[src/rtl/pipe_compare_monitor.sv]
// Self-checking monitor comparing a non-blocking and a blocking 2-stage pipeline
// against an ideal history of their shared input, counting mismatches per run.
module pipe_compare_monitor #(
  parameter int unsigned WIDTH     = 4,
  parameter int unsigned N_SAMPLES = 5,
  parameter int unsigned CNT_W     = 8
) (
  input  logic             clk,
  input  logic             rst,
  input  logic             start,
  input  logic [WIDTH-1:0] a,
  input  logic [WIDTH-1:0] b_nb,
  input  logic [WIDTH-1:0] c_nb,
  input  logic [WIDTH-1:0] b_blk,
  input  logic [WIDTH-1:0] c_blk,
  output logic             busy,
  output logic             mismatch_nb,
  output logic             mismatch_blk,
  output logic [CNT_W-1:0] mis_nb_cnt,
  output logic [CNT_W-1:0] mis_blk_cnt,
  output logic [CNT_W-1:0] sample_cnt,
  output logic             done,
  output logic             pass
);

  localparam int unsigned       CHK_W    = 8;
  localparam logic [CNT_W-1:0]  CNT_MAX  = '1;
  localparam logic [CHK_W-1:0]  LAST_CHK = CHK_W'(N_SAMPLES - 1);

  typedef enum logic [1:0] {IDLE, FILL, CHECK, DONE} state_t;

  state_t             state, state_nxt;
  logic [WIDTH-1:0]   a_d1, a_d2;
  logic               fill_cnt, fill_nxt;
  // Run length tracked separately so a narrow, saturating sample_cnt cannot stall the run.
  logic [CHK_W-1:0]   chk_cnt, chk_nxt;
  logic [CNT_W-1:0]   mis_nb_cnt_nxt, mis_blk_cnt_nxt, sample_cnt_nxt;
  logic               mismatch_nb_nxt, mismatch_blk_nxt;
  logic               busy_nxt, done_nxt, pass_nxt;
  logic               mis_nb_c, mis_blk_c;

  function automatic logic [CNT_W-1:0] sat_inc(input logic [CNT_W-1:0] v);
    return (v == CNT_MAX) ? v : v + CNT_W'(1);
  endfunction

  // Unknown inputs must register as mismatches, hence the case inequality.
  always_comb begin
    mis_nb_c  = (b_nb  !== a_d1) || (c_nb  !== a_d2);
    mis_blk_c = (b_blk !== a_d1) || (c_blk !== a_d2);
  end

  // State register plus history and run datapath registers
  always_ff @(posedge clk or negedge rst) begin
    if (!rst) begin
      state        <= IDLE;
      a_d1         <= '0;
      a_d2         <= '0;
      fill_cnt     <= 1'b0;
      chk_cnt      <= '0;
      mis_nb_cnt   <= '0;
      mis_blk_cnt  <= '0;
      sample_cnt   <= '0;
      mismatch_nb  <= 1'b0;
      mismatch_blk <= 1'b0;
      busy         <= 1'b0;
      done         <= 1'b0;
      pass         <= 1'b0;
    end else begin
      state        <= state_nxt;
      a_d1         <= a;
      a_d2         <= a_d1;
      fill_cnt     <= fill_nxt;
      chk_cnt      <= chk_nxt;
      mis_nb_cnt   <= mis_nb_cnt_nxt;
      mis_blk_cnt  <= mis_blk_cnt_nxt;
      sample_cnt   <= sample_cnt_nxt;
      mismatch_nb  <= mismatch_nb_nxt;
      mismatch_blk <= mismatch_blk_nxt;
      busy         <= busy_nxt;
      done         <= done_nxt;
      pass         <= pass_nxt;
    end
  end

  // Next-state logic
  always_comb begin
    state_nxt = state;
    case (state)
      IDLE:    if (start) state_nxt = FILL;
      FILL:    if (fill_cnt) state_nxt = CHECK;
      CHECK:   if (chk_cnt == LAST_CHK) state_nxt = DONE;
      DONE:    if (start) state_nxt = FILL;
      default: state_nxt = IDLE;
    endcase
  end

  // Next values of counters and registered outputs
  always_comb begin
    fill_nxt         = fill_cnt;
    chk_nxt          = chk_cnt;
    mis_nb_cnt_nxt   = mis_nb_cnt;
    mis_blk_cnt_nxt  = mis_blk_cnt;
    sample_cnt_nxt   = sample_cnt;
    mismatch_nb_nxt  = 1'b0;
    mismatch_blk_nxt = 1'b0;
    case (state)
      IDLE, DONE: begin
        if (start) begin
          fill_nxt        = 1'b0;
          chk_nxt         = '0;
          mis_nb_cnt_nxt  = '0;
          mis_blk_cnt_nxt = '0;
          sample_cnt_nxt  = '0;
        end
      end
      FILL: fill_nxt = fill_cnt + 1'b1;
      CHECK: begin
        chk_nxt        = chk_cnt + CHK_W'(1);
        sample_cnt_nxt = sat_inc(sample_cnt);
        if (mis_nb_c) begin
          mis_nb_cnt_nxt  = sat_inc(mis_nb_cnt);
          mismatch_nb_nxt = 1'b1;
        end
        if (mis_blk_c) begin
          mis_blk_cnt_nxt  = sat_inc(mis_blk_cnt);
          mismatch_blk_nxt = 1'b1;
        end
      end
      default: ;
    endcase
    busy_nxt = (state_nxt == FILL) || (state_nxt == CHECK);
    done_nxt = (state_nxt == DONE);
    pass_nxt = done_nxt && (mis_nb_cnt_nxt == '0);
  end

endmodule

[config.mk]
export PLATFORM = sky130hd
export DESIGN_NAME = pipe_compare_monitor
export DESIGN_NICKNAME = d
export VERILOG_FILES = /design/src/rtl/pipe_compare_monitor.sv
export SDC_FILE = /design/constraint.sdc
export NUM_CORES = 1
export LEC_CHECK = 0
export CORE_ASPECT_RATIO = 1.5
export CORE_MARGIN = 2
export CORE_UTILIZATION = 47
export DETAILED_ROUTE_END_ITERATION = 8
export GPL_TIMING_DRIVEN = 0
export PLACE_DENSITY = 0.81
export SLEW_MARGIN = 20
export SYNTH_ARGS = -nofsm -noshare
export SYNTH_HDL_FRONTEND = slang
export SYNTH_SLANG_ARGS = --single-unit
export TNS_END_PERCENT = 50
[constraint.sdc]
create_clock -name clk -period 5.2 [get_ports clk]
set_input_delay 1.3 -clock clk [delete_from_list [all_inputs] [get_ports clk]]
set_output_delay 1.3 -clock clk [all_outputs]
set_load 0.02 [all_outputs]
==> results of run 1 <==
==> sequential cells by signal, indices dropped and copies added (netlist names) <==
name / cells
sample_cnt: 8
state: 2
mis_blk_cnt: 8
pass: 1
mis_nb_cnt: 8
chk_cnt: 8
a_d2: 4
mismatch_blk: 1
a_d1: 4
mismatch_nb: 1
fill_cnt: 1
done: 1
busy: 1
==> power breakdown <==
group	leakage (uW)	total (uW)	switching (uW)	internal, uW
Clock	0.0000434	232	125	108
Sequential	0.000636	490	56.0	434
Combinational	0.000721	602	362	240
==> per-layer routing <==
layer  global-route usage (%)  up-vias  part of all wire, %
met4                     10.3        0                  2.8
li1                         -     1040                    -
met1                     23.0     1044                   41
met2                     36.9       69                   52
met5                        0        -                    0
met3                     4.20       18                  4.7
==> path summary, 6_finish.rpt <==
kind | endpoint | slack [ns] | cells after the start
setup / recovery | pass | 1.92 | 7
hold / removal | a_d2[3] | 0.44 | 0
setup reg to reg | pass | 2.37 | 12
hold reg to reg | a_d2[3] | 0.44 | 0
max in group asynchronous | chk_cnt[6] | 3.76 | 2
min in group asynchronous | a_d1[2] | 0.92 | 1
==> metrics by stage <==
step | hold slack (ns) | total power (uW) | utilization [%] | setup WS, ns | cell area, um2
after floorplan | 0.410 | 882 | - | 2.31 | 2560
after global placement | 0.419 | 1080 | 60.6 | 1.50 | 3150
after detailed placement | 0.424 | 1100 | 60.8 | 1.60 | 3170
after CTS | 0.444 | 1340 | 62.7 | 1.92 | 3260
after global routing | 0.472 | 1430 | 62.7 | 1.74 | 3260
final | 0.439 | 1320 | 62.7 | 1.92 | 3260
==> worst register-to-register path: cells and delay by family, from the launching register on <==
kind	cells	cell delay (ns)
AO/OA/AOI/OAI	5	0.60
adder cells (fa/ha/maj)	2	0.47
buffers and inverters	3	0.96
flip-flops	1	0.43
AND/OR/NAND/NOR	2	0.28
==> cells in the final DEF (no fill, tap or decap), types with 8 or more instances in the layout <==
cell,instances
clkdlybuf4s50_1,50
dfrtp_1,48
nor2_1,32
xor2_1,18
xnor2_1,15
nand3_1,15
nand2_1,13
a21oi_1,12
inv_1,10
and2_1,10
nand4_1,9
o21ai_0,8
ha_1,8
==> cell type report <==
cell class              instances  share of cell area [%]
plain buffers                   6                   0.920
clock buffers                   6                    2.53
inverters                      10                    1.15
multi-input cells             194                    39.4
well taps                      68                    2.61
flip-flops and latches         48                    36.8
repair buffers                 52                    16.1
clock inverters                 2                   0.460
==> cells in the mapped netlist (all sizes together), types with 7 or more instances <==
master	count	area share, %
dfrtp	48	47
nor2	32	4.7
xor2	18	6.2
nand3	15	2.9
xnor2	15	5.1
nand2	13	1.9
a21oi	12	2.3
and2	10	2.4
inv	10	1.5
nand4	9	2.2
ha	8	3.9
o21ai	8	1.6
and3	7	1.7
==> cell families after synthesis <==
group,synth area share [%]
and+or+nand+nor,21.5
DFF,47.0
AOI/OAI and AO/OA,12.8
xor gates and xnor gates,11.3
buffers and inverters,2.64
adders and majority gates,3.92
muxes,0.832
==> run_results.csv, run 1 <==
group,metric,value,unit
synth,synthesis.nets,289,
floorplanning,die_width,64.2,um
synth,synth_edf_count,0,
timing,hold_viol,0,
timing,fin_crit_sh,63.2,%
clock_tree,path_clk_slew,0.09,ns
pwr,ir_worst_vdd,0.258,mV
pwr,p_per_area,406,nW/um2
grt,gr-total-overflow,0,
synth,syn_inst,258,
pwr,leakage,0.00140,uW
timing,worst-slew-pin-transition,0.714,ns
critical_path,crit_start,"start",
floorplanning,pin_count,52,
timing,fin_tns_setup,0,ns
critical_path,crit_buf_inv,1,
synth,yosysWarnings,0,
drt,dr.pass1.iters,4,
finish,regArea,1200,um2
floorplanning,fp.dieH,94.3,um
clock_tree,h-tree-depth,2,
grt,grt_pass1_vias,2152,
timing,rsz0062_at_grt,"false",
finish,fin_cells,386,
critical_path,reg2reg_from,"state[0]",
finish,multi_input_area,1290,um2
synth,synthFlopType,"dfrtp_1",
synth,synth.avg_cell_area,9.91,um2
critical_path,crit_slowest_cell,"clkdlybuf4s50_1",
clock_tree,cts_tree,"yes",
finish,num_antenna_cells,0,
timing,fmax,305,MHz
floorplanning,start_util,49.1,%
synth,synth_area,2560,um2
timing,relSlewSlack,51.8,%
clock_tree,cts_resized,0,
timing,fin_crit,3.28,ns
drt,drcViolationCount,0,
finish,fillers,439,
synth,synth_cell_type_count,50,
critical_path,crit_arrival,3.50,ns
critical_path,cp_top_family,"simple AND/OR/NAND/NOR gates",
finish,layout-drive-gt1-share,5.97,%
timing,slew_viol_final,0,
clock_tree,cts_root_buf,"clkbuf_8",
drt,viasPerCell,5.62,
critical_path,crit_type,"primary input to flop",
critical_path,max_stage_delay,0.56,ns
hold_path,hp-start,"a_d1[3]",
critical_path,startpoint_type,"primary input",
flow_run,cap_violations,0,
critical_path,crit_chain,"clkdlybuf4s50_1 -> nand2b_1 -> nand2_1 -> and2_1 -> a211o_1 -> or4_4 -> nor4_2",
hold_path,min_path_type,"flop to flop",
timing,setup_viol_count_final,0,
status,status,"finished, final reports clean",
critical_path,cp.required,5.42,ns
synth,yosysSeqAreaShare,47.0,%
placed_design,dp.cells,378,
drt,ant_nets,0,
clock_tree,insertion_delay,0.30,ns
clock_tree,clockBufferDepth,2,
grt,antenna_found_initial,0,
drt,dr.first_iter.drc_count,176,
placed_design,place_hpwl,4.37,mm
critical_path,path_max_fanout,8,
clock_tree,post_cts_buffers,0,
drt,postRouteWirelength,5.74,mm
grt,grt_pass1_wl,9.67,mm
drt,wl_per_cell,14.9,um
floorplanning,rows,32,
critical_path,endpoint_kind,"flop",
clock_tree,cts_buffers,5,
clock_tree,cts_hold_buf,0,
drt,vias,2171,
floorplanning,die_area,6060,um2
finish,areaGrowthSynthToFinish,27.7,%
synth,ys_ff_latch,48,
finish,nNetsFinal,348,
placed_design,gp_congestion,0.860,
synth,async_flop_share,100,%
timing,fin_worst_skew,0.00936,ns
placed_design,port_buffers,51,
grt,grt_max_degree,32,
grt,grt_usage,20.6,%
clock_tree,cts.sinks,48,
floorplanning,core,5200,um2
Power figures use the tool's default switching activity.
==> run 2, diff against run 1 <==
==> constraint.sdc (replaced) <==
create_clock -name clk -period 3.25 [get_ports clk]
set_input_delay 0.8125 -clock clk [delete_from_list [all_inputs] [get_ports clk]]
set_output_delay 0.8125 -clock clk [all_outputs]
set_load 0.02 [all_outputs]
==> results of run 2 <==
The final DEF is identical to that of run 1. Status: finished, final reports clean.
Main changes from that run: setup slack after placement 1.60 ns -> 0.142 ns; setup slack after layout 1.92 ns -> 0.420 ns; hold slack 0.439 ns -> 0.432 ns; start point of the critical path start -> state[0]; register-to-register setup slack 2.37 ns -> 0.42 ns; total power 1320 uW -> 2120 uW; worst IR drop on VDD 0.258 mV -> 0.413 mV
==> run 3, diff against run 2 <==
--- a/config.mk
+++ b/config.mk
@@ -8,6 +8,7 @@
 export CORE_ASPECT_RATIO = 1.5
 export CORE_MARGIN = 2
 export CORE_UTILIZATION = 47
+export CTS_CLUSTER_DIAMETER = 50
 export DETAILED_ROUTE_END_ITERATION = 8
 export GPL_TIMING_DRIVEN = 0
 export PLACE_DENSITY = 0.81
==> results of run 3 <==
The final DEF is identical to that of run 1. Status: finished, final reports clean.
Main changes from that run: setup slack after placement 1.60 ns -> 0.142 ns; setup slack after layout 1.92 ns -> 0.420 ns; hold slack 0.439 ns -> 0.432 ns; start point of the critical path start -> state[0]; register-to-register setup slack 2.37 ns -> 0.42 ns; total power 1320 uW -> 2120 uW; worst IR drop on VDD 0.258 mV -> 0.413 mV
